## config.mk

```make
export PLATFORM = sky130hd
export DESIGN_NAME = pong_core_param
export DESIGN_NICKNAME = d
export VERILOG_FILES = /design/src/rtl/pong_core_param.sv
export SDC_FILE = /design/constraint.sdc
export NUM_CORES = 1
export LEC_CHECK = 0
export ABC_AREA = 1
export CORE_UTILIZATION = 59
export CTS_CLUSTER_SIZE = 12
export DETAILED_ROUTE_END_ITERATION = 7
export GPL_TIMING_DRIVEN = 0
export PLACE_DENSITY_LB_ADDON = 0.08
export SLEW_MARGIN = 15
export SYNTH_ARGS = -nofsm -noshare
export SYNTH_HDL_FRONTEND = slang
export SYNTH_SLANG_ARGS = --single-unit
```

## constraint.sdc

```tcl
create_clock -name CLK -period 2.4 [get_ports CLK]
set_clock_uncertainty 0.1 [all_clocks]
set_input_delay 0.6 -clock CLK [delete_from_list [all_inputs] [get_ports CLK]]
set_output_delay 0.6 -clock CLK [all_outputs]
set_load 0.1 [all_outputs]
```

## src/rtl/pong_core_param.sv

```systemverilog
// pong_core_param: parametrised two-player paddle/ball game engine.
// Owns paddles, ball motion, collisions, scoring and game sequencing.
module pong_core_param #(
   parameter int FIELD_W    = 8,
   parameter int FIELD_H    = 16,
   parameter int BAR_LEN    = 3,
   parameter int BAR1_Y     = 12,
   parameter int BAR2_Y     = 3,
   parameter int BAR_DIV    = 2000,
   parameter int BALL_DIV   = 4000000,
   parameter int POINT_HOLD = 4,
   parameter int WIN_SCORE  = 9,
   parameter int SCORE_W    = 4,
   localparam int X_W = $clog2(FIELD_W),
   localparam int Y_W = $clog2(FIELD_H)
) (
   input  logic               CLK,
   input  logic               RST,
   input  logic [3:0]         PUSH,
   input  logic               SERVE,
   output logic [X_W-1:0]     bar1_x,
   output logic [X_W-1:0]     bar2_x,
   output logic [X_W-1:0]     ball_x,
   output logic [Y_W-1:0]     ball_y,
   output logic [SCORE_W-1:0] score1,
   output logic [SCORE_W-1:0] score2,
   output logic [1:0]         game_state,
   output logic               point_pulse,
   output logic               winner
);

   localparam int BC_W = $clog2(BAR_DIV + 1);
   localparam int LC_W = $clog2(BALL_DIV + 1);
   localparam int HC_W = $clog2(POINT_HOLD + 1);

   localparam logic [X_W-1:0]     BAR_MAX = X_W'(FIELD_W - BAR_LEN);
   localparam logic [X_W-1:0]     HALF    = X_W'(BAR_LEN / 2);
   localparam logic [X_W-1:0]     X_MAX   = X_W'(FIELD_W - 1);
   localparam logic [X_W:0]       LEN_W   = (X_W + 1)'(BAR_LEN);
   localparam logic [Y_W-1:0]     Y_MAX   = Y_W'(FIELD_H - 1);
   localparam logic [Y_W-1:0]     Y1_SRV  = Y_W'(BAR1_Y - 1);
   localparam logic [Y_W-1:0]     Y2_SRV  = Y_W'(BAR2_Y + 1);
   localparam logic [Y_W-1:0]     Y1_RET  = Y_W'(BAR1_Y - 2);
   localparam logic [Y_W-1:0]     Y2_RET  = Y_W'(BAR2_Y + 2);
   localparam logic [SCORE_W-1:0] WIN     = SCORE_W'(WIN_SCORE);
   localparam bit                 ODD     = (BAR_LEN % 2) == 1;

   localparam logic [1:0] DX_Z = 2'b00;
   localparam logic [1:0] DX_P = 2'b01;
   localparam logic [1:0] DX_N = 2'b11;

   typedef enum logic [1:0] {
      S_SERVE = 2'd0,
      S_PLAY  = 2'd1,
      S_POINT = 2'd2,
      S_OVER  = 2'd3
   } state_e;

   state_e             state_q, state_d;
   logic [SCORE_W-1:0] score1_q, score1_d, score2_q, score2_d;
   logic [X_W-1:0]     bar1_q, bar1_d, bar2_q, bar2_d;
   logic [X_W-1:0]     ball_x_q, ball_x_d;
   logic [Y_W-1:0]     ball_y_q, ball_y_d;
   logic [1:0]         dx_q, dx_d;
   logic               up_q, up_d;
   logic               server_q, server_d;
   logic               pulse_q, pulse_d;
   logic               winner_q, winner_d;
   logic [BC_W-1:0]    bar_cnt_q, bar_cnt_d;
   logic [LC_W-1:0]    ball_cnt_q, ball_cnt_d;
   logic [HC_W-1:0]    hold_q, hold_d;
   logic [3:0]         push_m_q, push_s_q, push_smp_q;
   logic               serve_m_q, serve_s_q, serve_prev_q;

   logic               bar_tick, ball_tick, serve_edge;
   logic [3:0]         rise;
   logic [X_W:0]       off1, off2;
   logic               in1, in2;

   // Offsets are one bit wider so a ball left of the paddle shows as negative
   assign off1 = {1'b0, ball_x_q} - {1'b0, bar1_q};
   assign off2 = {1'b0, ball_x_q} - {1'b0, bar2_q};
   assign in1  = !off1[X_W] && (off1 < LEN_W);
   assign in2  = !off2[X_W] && (off2 < LEN_W);

   assign bar_tick   = bar_cnt_q == BC_W'(BAR_DIV - 1);
   assign ball_tick  = (state_q == S_PLAY || state_q == S_POINT) &&
                       (ball_cnt_q == LC_W'(BALL_DIV - 1));
   assign serve_edge = serve_s_q & ~serve_prev_q;
   assign rise       = push_s_q & ~push_smp_q;

   function automatic logic [1:0] hit_dx(input logic [X_W:0] off);
      if (off < {1'b0, HALF}) return DX_N;
      if (ODD && off == {1'b0, HALF}) return DX_Z;
      return DX_P;
   endfunction

   always_comb begin
      state_d    = state_q;
      score1_d   = score1_q;
      score2_d   = score2_q;
      bar1_d     = bar1_q;
      bar2_d     = bar2_q;
      ball_x_d   = ball_x_q;
      ball_y_d   = ball_y_q;
      dx_d       = dx_q;
      up_d       = up_q;
      server_d   = server_q;
      pulse_d    = 1'b0;
      winner_d   = winner_q;
      hold_d     = hold_q;
      bar_cnt_d  = bar_tick ? '0 : bar_cnt_q + BC_W'(1);
      ball_cnt_d = ball_cnt_q;

      if (state_q == S_PLAY || state_q == S_POINT)
         ball_cnt_d = ball_tick ? '0 : ball_cnt_q + LC_W'(1);

      // Left press wins over a simultaneous right press
      if (bar_tick && state_q != S_OVER) begin
         if (rise[1])
            bar1_d = (bar1_q == '0) ? bar1_q : bar1_q - X_W'(1);
         else if (rise[0])
            bar1_d = (bar1_q == BAR_MAX) ? bar1_q : bar1_q + X_W'(1);
         if (rise[3])
            bar2_d = (bar2_q == '0) ? bar2_q : bar2_q - X_W'(1);
         else if (rise[2])
            bar2_d = (bar2_q == BAR_MAX) ? bar2_q : bar2_q + X_W'(1);
      end

      unique case (state_q)
         S_SERVE: begin
            ball_x_d = (server_q ? bar2_q : bar1_q) + HALF;
            ball_y_d = server_q ? Y2_SRV : Y1_SRV;
            if (serve_edge) begin
               state_d    = S_PLAY;
               dx_d       = DX_Z;
               up_d       = !server_q;
               ball_cnt_d = '0;
            end
         end
         S_PLAY: begin
            if (ball_tick) begin
               if (up_q && ball_y_q == Y2_SRV && in2) begin
                  up_d     = 1'b0;
                  ball_y_d = Y2_RET;
                  dx_d     = hit_dx(off2);
               end else if (!up_q && ball_y_q == Y1_SRV && in1) begin
                  up_d     = 1'b1;
                  ball_y_d = Y1_RET;
                  dx_d     = hit_dx(off1);
               end else if (up_q && ball_y_q == '0) begin
                  score1_d = (score1_q == WIN) ? score1_q : score1_q + SCORE_W'(1);
                  pulse_d  = 1'b1;
                  server_d = 1'b1;
                  hold_d   = '0;
                  state_d  = S_POINT;
               end else if (!up_q && ball_y_q == Y_MAX) begin
                  score2_d = (score2_q == WIN) ? score2_q : score2_q + SCORE_W'(1);
                  pulse_d  = 1'b1;
                  server_d = 1'b0;
                  hold_d   = '0;
                  state_d  = S_POINT;
               end else begin
                  ball_y_d = up_q ? ball_y_q - Y_W'(1) : ball_y_q + Y_W'(1);
                  if (dx_q == DX_P) begin
                     if (ball_x_q == X_MAX) begin
                        ball_x_d = X_MAX - X_W'(1);
                        dx_d     = DX_N;
                     end else begin
                        ball_x_d = ball_x_q + X_W'(1);
                     end
                  end else if (dx_q == DX_N) begin
                     if (ball_x_q == '0) begin
                        ball_x_d = X_W'(1);
                        dx_d     = DX_P;
                     end else begin
                        ball_x_d = ball_x_q - X_W'(1);
                     end
                  end
               end
            end
         end
         S_POINT: begin
            if (ball_tick) begin
               if (hold_q == HC_W'(POINT_HOLD - 1)) begin
                  hold_d = '0;
                  if (score1_q == WIN || score2_q == WIN) begin
                     state_d  = S_OVER;
                     winner_d = (score2_q == WIN);
                  end else begin
                     state_d = S_SERVE;
                  end
               end else begin
                  hold_d = hold_q + HC_W'(1);
               end
            end
         end
         S_OVER: begin
            if (serve_edge) begin
               score1_d = '0;
               score2_d = '0;
               server_d = 1'b0;
               state_d  = S_SERVE;
            end
         end
         default: ;
      endcase
   end

   always_ff @(posedge CLK) begin
      if (RST) begin
         state_q      <= S_SERVE;
         score1_q     <= '0;
         score2_q     <= '0;
         bar1_q       <= '0;
         bar2_q       <= BAR_MAX;
         ball_x_q     <= HALF;
         ball_y_q     <= Y1_SRV;
         dx_q         <= DX_Z;
         up_q         <= 1'b1;
         server_q     <= 1'b0;
         pulse_q      <= 1'b0;
         winner_q     <= 1'b0;
         bar_cnt_q    <= '0;
         ball_cnt_q   <= '0;
         hold_q       <= '0;
         push_m_q     <= '0;
         push_s_q     <= '0;
         push_smp_q   <= '0;
         serve_m_q    <= 1'b0;
         serve_s_q    <= 1'b0;
         serve_prev_q <= 1'b0;
      end else begin
         state_q      <= state_d;
         score1_q     <= score1_d;
         score2_q     <= score2_d;
         bar1_q       <= bar1_d;
         bar2_q       <= bar2_d;
         ball_x_q     <= ball_x_d;
         ball_y_q     <= ball_y_d;
         dx_q         <= dx_d;
         up_q         <= up_d;
         server_q     <= server_d;
         pulse_q      <= pulse_d;
         winner_q     <= winner_d;
         bar_cnt_q    <= bar_cnt_d;
         ball_cnt_q   <= ball_cnt_d;
         hold_q       <= hold_d;
         push_m_q     <= PUSH;
         push_s_q     <= push_m_q;
         push_smp_q   <= bar_tick ? push_s_q : push_smp_q;
         serve_m_q    <= SERVE;
         serve_s_q    <= serve_m_q;
         serve_prev_q <= serve_s_q;
      end
   end

   assign bar1_x      = bar1_q;
   assign bar2_x      = bar2_q;
   assign ball_x      = ball_x_q;
   assign ball_y      = ball_y_q;
   assign score1      = score1_q;
   assign score2      = score2_q;
   assign game_state  = state_q;
   assign point_pulse = pulse_q;
   assign winner      = winner_q;

endmodule

```

==> report_table.html <==
<table>
<tr><th>Metric</th><th>Value</th></tr>
<tr><th colspan="2">Timing</th></tr>
<tr><td>Number of max-slew violations in the final report</td><td>0</td></tr>
<tr><td>Final hold vios</td><td>0</td></tr>
<tr><td>Final period utilization</td><td>98.4%</td></tr>
<tr><td>Sum of negative setup slack</td><td>0 ps</td></tr>
<tr><td>PnR worst setup slack</td><td>38.0 ps</td></tr>
<tr><td>Headroom to the max-slew limit</td><td>35.0%</td></tr>
<tr><td>Slew at the pin with the worst max-slew slack</td><td>979 ps</td></tr>
<tr><td>Setup violators final</td><td>0</td></tr>
<tr><td>Fmax</td><td>423 MHz</td></tr>
<tr><td>Crit path time final</td><td>2360 ps</td></tr>
<tr><th colspan="2">Setup path</th></tr>
<tr><td>Cells along the critical path</td><td>clkdlybuf4s15_1</td></tr>
<tr><td>Worst Path Class, Setup</td><td>reg -&gt; out</td></tr>
<tr><td>Startpoint of the worst register-to-register path</td><td>ball_x[0]$_SDFFE_PP1P_</td></tr>
<tr><td>Length in cells of the worst reg-to-reg path</td><td>14</td></tr>
<tr><td>Endpoint required time on the critical path</td><td>1700 ps</td></tr>
<tr><td>Arrival time of the worst setup path</td><td>1660 ps</td></tr>
<tr><td>Setup slack of the worst register-to-register path</td><td>120 ps</td></tr>
<tr><td>Worst path slowest cell</td><td>sky130_fd_sc_hd__clkdlybuf4s15_1</td></tr>
<tr><td>Longest individual stage delay on the worst path</td><td>860 ps</td></tr>
<tr><td>Worst path top cell family by delay</td><td>buffers and inverters</td></tr>
<tr><td>Type of element launching the critical path</td><td>register</td></tr>
<tr><td>Total buffers and inverters traversed by the critical path</td><td>1</td></tr>
<tr><td>Kind of end point of the critical path</td><td>primary output</td></tr>
<tr><td>FF-to-FF End</td><td>ball_x[1]$_SDFFE_PP0P_</td></tr>
<tr><td>Crit-path max FO</td><td>5</td></tr>
<tr><th colspan="2">Global routing</th></tr>
<tr><td>Final global-route overflow total</td><td>0</td></tr>
<tr><td>Largest net degree at the start of global routing</td><td>17</td></tr>
<tr><td>Antenna violations before repair</td><td>0</td></tr>
<tr><td>Vias in the first global route</td><td>4065</td></tr>
<tr><td>GRT Resource Usage Total</td><td>26.6%</td></tr>
<tr><td>First-pass GRT wire length</td><td>17900 um</td></tr>
<tr><th colspan="2">Yosys</th></tr>
<tr><td>Synth cell count leaders</td><td>sky130_fd_sc_hd__nand2_1 (146), sky130_fd_sc_hd__nor2_1 (106), sky130_fd_sc_hd__inv_1 (96)</td></tr>
<tr><td>Cell area after synthesis</td><td>0.00468 mm2</td></tr>
<tr><td>Number of register bits inferred by synthesis</td><td>80</td></tr>
<tr><td>Most repeated cell in the gate-level netlist after synthesis</td><td>sky130_fd_sc_hd__nand2_1</td></tr>
<tr><td>Sequential area share after synthesis</td><td>34.2%</td></tr>
<tr><td>Yosys top cell by area</td><td>sky130_fd_sc_hd__dfxtp_1</td></tr>
<tr><td>Number of library cell types mapped by synthesis</td><td>44</td></tr>
<tr><td>Mean instance size in the synthesized netlist</td><td>6.89 um2</td></tr>
<tr><td>Gate count after technology mapping</td><td>680</td></tr>
<tr><td>Predominant post-synthesis flop cell</td><td>sky130_fd_sc_hd__dfxtp_1</td></tr>
<tr><td>Number of warnings issued by yosys</td><td>0</td></tr>
<tr><td>Total nets after synthesis</td><td>716</td></tr>
<tr><td>Biggest area contributors in the synthesized netlist</td><td>sky130_fd_sc_hd__dfxtp_1 (34%), sky130_fd_sc_hd__nand2_1 (12%), sky130_fd_sc_hd__nor2_1 (8.5%), sky130_fd_sc_hd__inv_1 (7.7%), sky130_fd_sc_hd__ha_1 (6.4%)</td></tr>
<tr><td>Share of Yosys cell area claimed by the top area cell type</td><td>34.2%</td></tr>
<tr><td>Post-synth EDFFs</td><td>0</td></tr>
<tr><td>Synth async-reset ratio</td><td>0%</td></tr>
<tr><th colspan="2">Place</th></tr>
<tr><td>Cell count after placement</td><td>813</td></tr>
<tr><td>Final estimated routing congestion in global placement</td><td>0.892</td></tr>
<tr><td>Worst slack, placed</td><td>41.5 ps</td></tr>
<tr><td>Port bufs</td><td>31</td></tr>
<tr><td>Detail Placement HPWL</td><td>7870 um</td></tr>
<tr><th colspan="2">Hold path</th></tr>
<tr><td>Hold_sp</td><td>serve_m_q$_SDFF_PP0_</td></tr>
<tr><td>Count of cells along the worst hold path</td><td>2</td></tr>
<tr><td>Hold crit path type</td><td>reg -&gt; reg</td></tr>
<tr><td>Worst hold endpoint</td><td>serve_s_q$_SDFF_PP0_</td></tr>
<tr><th colspan="2">Floorplanning</th></tr>
<tr><td>Total Die Area</td><td>0.00830 mm2</td></tr>
<tr><td>Height of the chip</td><td>91.1 um</td></tr>
<tr><td>Starting utilization of the core area</td><td>60.9%</td></tr>
<tr><td># IOs</td><td>32</td></tr>
<tr><td>Core region area</td><td>0.00769 mm2</td></tr>
<tr><td>Count of standard-cell rows</td><td>32</td></tr>
<tr><td>Horizontal die dimension</td><td>91.1 um</td></tr>
<tr><th colspan="2">Drt</th></tr>
<tr><td>DR DRC count</td><td>0</td></tr>
<tr><td>Average detailed-routed wire length per instance</td><td>12.7 um</td></tr>
<tr><td>Via count of the routed design</td><td>4413</td></tr>
<tr><td>Pre-antenna DRT Iters</td><td>5</td></tr>
<tr><td>Wirelength, routed</td><td>10500 um</td></tr>
<tr><td>Iteration-0 DRC Markers</td><td>204</td></tr>
<tr><td>Routed vias/inst</td><td>5.30</td></tr>
<tr><td>Number of nets with antenna violations after routing</td><td>0</td></tr>
<tr><th colspan="2">CTS</th></tr>
<tr><td>Clk sink count</td><td>80</td></tr>
<tr><td>CTS buffer count</td><td>9</td></tr>
<tr><td>Clock Root Buffer</td><td>sky130_fd_sc_hd__clkbuf_8</td></tr>
<tr><td>Clock tree from TritonCTS</td><td>yes</td></tr>
<tr><td>Clk_lat worst skew</td><td>370 ps</td></tr>
<tr><td>CTS H-tree lvls</td><td>3</td></tr>
<tr><td>Maximum clock insertion buffer count</td><td>2</td></tr>
<tr><td>Clock-pin transition on the worst setup and hold timing paths</td><td>90 ps</td></tr>
<tr><th colspan="2">Finish</th></tr>
<tr><td>Area growth syn-to-layout</td><td>15.2%</td></tr>
<tr><td>Antenna Diode Count</td><td>0</td></tr>
<tr><td>Nets@finish</td><td>761</td></tr>
<tr><td>Sequential cell area in the final layout</td><td>0.00163 mm2</td></tr>
<tr><td>Layout filler cell count</td><td>675</td></tr>
<tr><td>Final std cells w/o fill</td><td>832</td></tr>
<tr><td>Ratio of cells with drive above 1 in the final layout</td><td>11.1%</td></tr>
<tr><td>Multi-input combinational cell area</td><td>0.00269 mm2</td></tr>
<tr><th colspan="2">Outcome</th></tr>
<tr><td>Status</td><td>finished, final reports clean</td></tr>
<tr><th colspan="2">Power and ir drop</th></tr>
<tr><td>Maximum resistive drop on vdd</td><td>425 uV</td></tr>
<tr><td>Power density over the cells</td><td>854 mW/mm2</td></tr>
<tr><td>P_leak</td><td>2.42 nW</td></tr>
<tr><th colspan="2">Flow run</th></tr>
<tr><td>Total of max-cap violations</td><td>0</td></tr>
</table>
sequential cells by signal, indices dropped and copies added (netlist names), 2 cells and up:
| register | count |
|---|---|
| ball_cnt_q | 22 |
| bar_cnt_q | 11 |
| ball_y | 4 |
| push_m_q | 4 |
| push_s_q | 4 |
| push_smp_q | 4 |
| score1 | 4 |
| score2 | 4 |
| ball_x | 3 |
| bar1_x | 3 |
| bar2_x | 3 |
| hold_q | 3 |
| dx_q | 2 |
| game_state | 2 |
what timing repair did:
item                                    CTS  global route
hold buffers                              0             0
pin swaps                                 0             5
setup buffers                             0             3
endpoints found under the setup margin   25            25
gates resized for setup                  31            23
cells by family after synthesis:
| group | after synthesis | synth area share (%) |
|---|---|---|
| and+or+nand+nor | 355 | 34.3 |
| buffers and inverters | 110 | 9.49 |
| AOI/OAI and AO/OA | 92 | 10.9 |
| DFF | 80 | 34.2 |
| adders and majority gates | 29 | 8.55 |
| xor gates and xnor gates | 14 | 2.62 |
power by group:
part / switching (mW) / leakage (nW) / internal (mW)
logic: 1.34 / 1.67 / 0.641
registers: 0.125 / 0.653 / 1.44
clock network: 0.560 / 0.105 / 0.503
final cells by class:
| cell class | count | area share (%) |
|---|---|---|
| flip-flops and latches | 80 | 30.1 |
| well taps | 102 | 2.37 |
| repair buffers | 34 | 5.45 |
| clock buffers | 9 | 2.30 |
| plain buffers | 11 | 1.35 |
| multi-input cells | 490 | 49.9 |
| inverters | 99 | 6.93 |
| clock inverters | 7 | 1.55 |
metrics by stage:
step | hold slack, ps | util, % | instance area (um2) | total power [mW]
4_1_cts | 307 | 69.3 | 5330 | 4.55
5_1_grt | 326 | 70.2 | 5400 | 4.93
6_report | 306 | 70.2 | 5400 | 4.61
2_1_floorplan | 288 | - | 4710 | 3.13
3_5_place_dp | 295 | 66.9 | 5150 | 3.52
3_3_place_gp | 291 | 66.9 | 5150 | 3.46
per-layer routing:
| layer | share of wire [%] | global-route usage, % |
|---|---|---|
| met1 | 48 | 35.0 |
| met2 | 46 | 42.8 |
| met3 | 4.6 | 4.94 |
| met4 | 1.7 | 10.8 |
| met5 | 0 | 0 |
placed cells by master (no fill, tap or decap), types with 3 or more instances in the layout:
master	synthesis	final
sky130_fd_sc_hd__nor3_2	3	3
sky130_fd_sc_hd__nand2_2	2	4
sky130_fd_sc_hd__nor3_1	14	14
sky130_fd_sc_hd__clkbuf_2	0	4
sky130_fd_sc_hd__nand4_1	14	14
sky130_fd_sc_hd__nand3_1	41	37
sky130_fd_sc_hd__a21oi_1	37	37
sky130_fd_sc_hd__nor3b_1	3	3
sky130_fd_sc_hd__xor2_1	8	8
sky130_fd_sc_hd__nand3b_1	8	8
sky130_fd_sc_hd__inv_1	96	93
sky130_fd_sc_hd__fa_1	5	5
sky130_fd_sc_hd__a211oi_1	4	4
sky130_fd_sc_hd__or2_2	5	5
sky130_fd_sc_hd__o21ai_0	38	38
sky130_fd_sc_hd__clkbuf_8	1	10
sky130_fd_sc_hd__xnor2_1	6	6
sky130_fd_sc_hd__clkdlybuf4s50_1	0	6
sky130_fd_sc_hd__nand3_2	3	6
sky130_fd_sc_hd__ha_1	24	23
sky130_fd_sc_hd__dfxtp_4	0	4
sky130_fd_sc_hd__nor2_2	2	4
sky130_fd_sc_hd__dfxtp_2	0	7
sky130_fd_sc_hd__nor2_1	106	104
sky130_fd_sc_hd__buf_4	0	3
sky130_fd_sc_hd__o211ai_1	3	3
sky130_fd_sc_hd__dfxtp_1	80	69
sky130_fd_sc_hd__clkbuf_1	5	5
sky130_fd_sc_hd__dlygate4sd2_1	0	17
sky130_fd_sc_hd__inv_2	3	5
sky130_fd_sc_hd__nand2_1	146	143
worst max path at each step:
stage,start,to,slack (ps),depth (start not counted)
floorplan,ball_x[0]$_SDFFE_PP1P_,dx_q[1]$_SDFFE_PP0P_,30,14
global placement,ball_y[0]$_SDFFE_PP1P_,ball_y[0],60,1
detailed placement,ball_y[0]$_SDFFE_PP1P_,ball_y[0],40,1
CTS,score2[2]$_SDFFE_PP0P_,score2[2],3,1
global route,ball_x[0]$_SDFFE_PP1P_,score1[1]$_SDFFE_PP0P_,-40,14
finish,score2[2]$_SDFFE_PP0P_,score2[2],40,1
(Power assumes the default switching activity.)
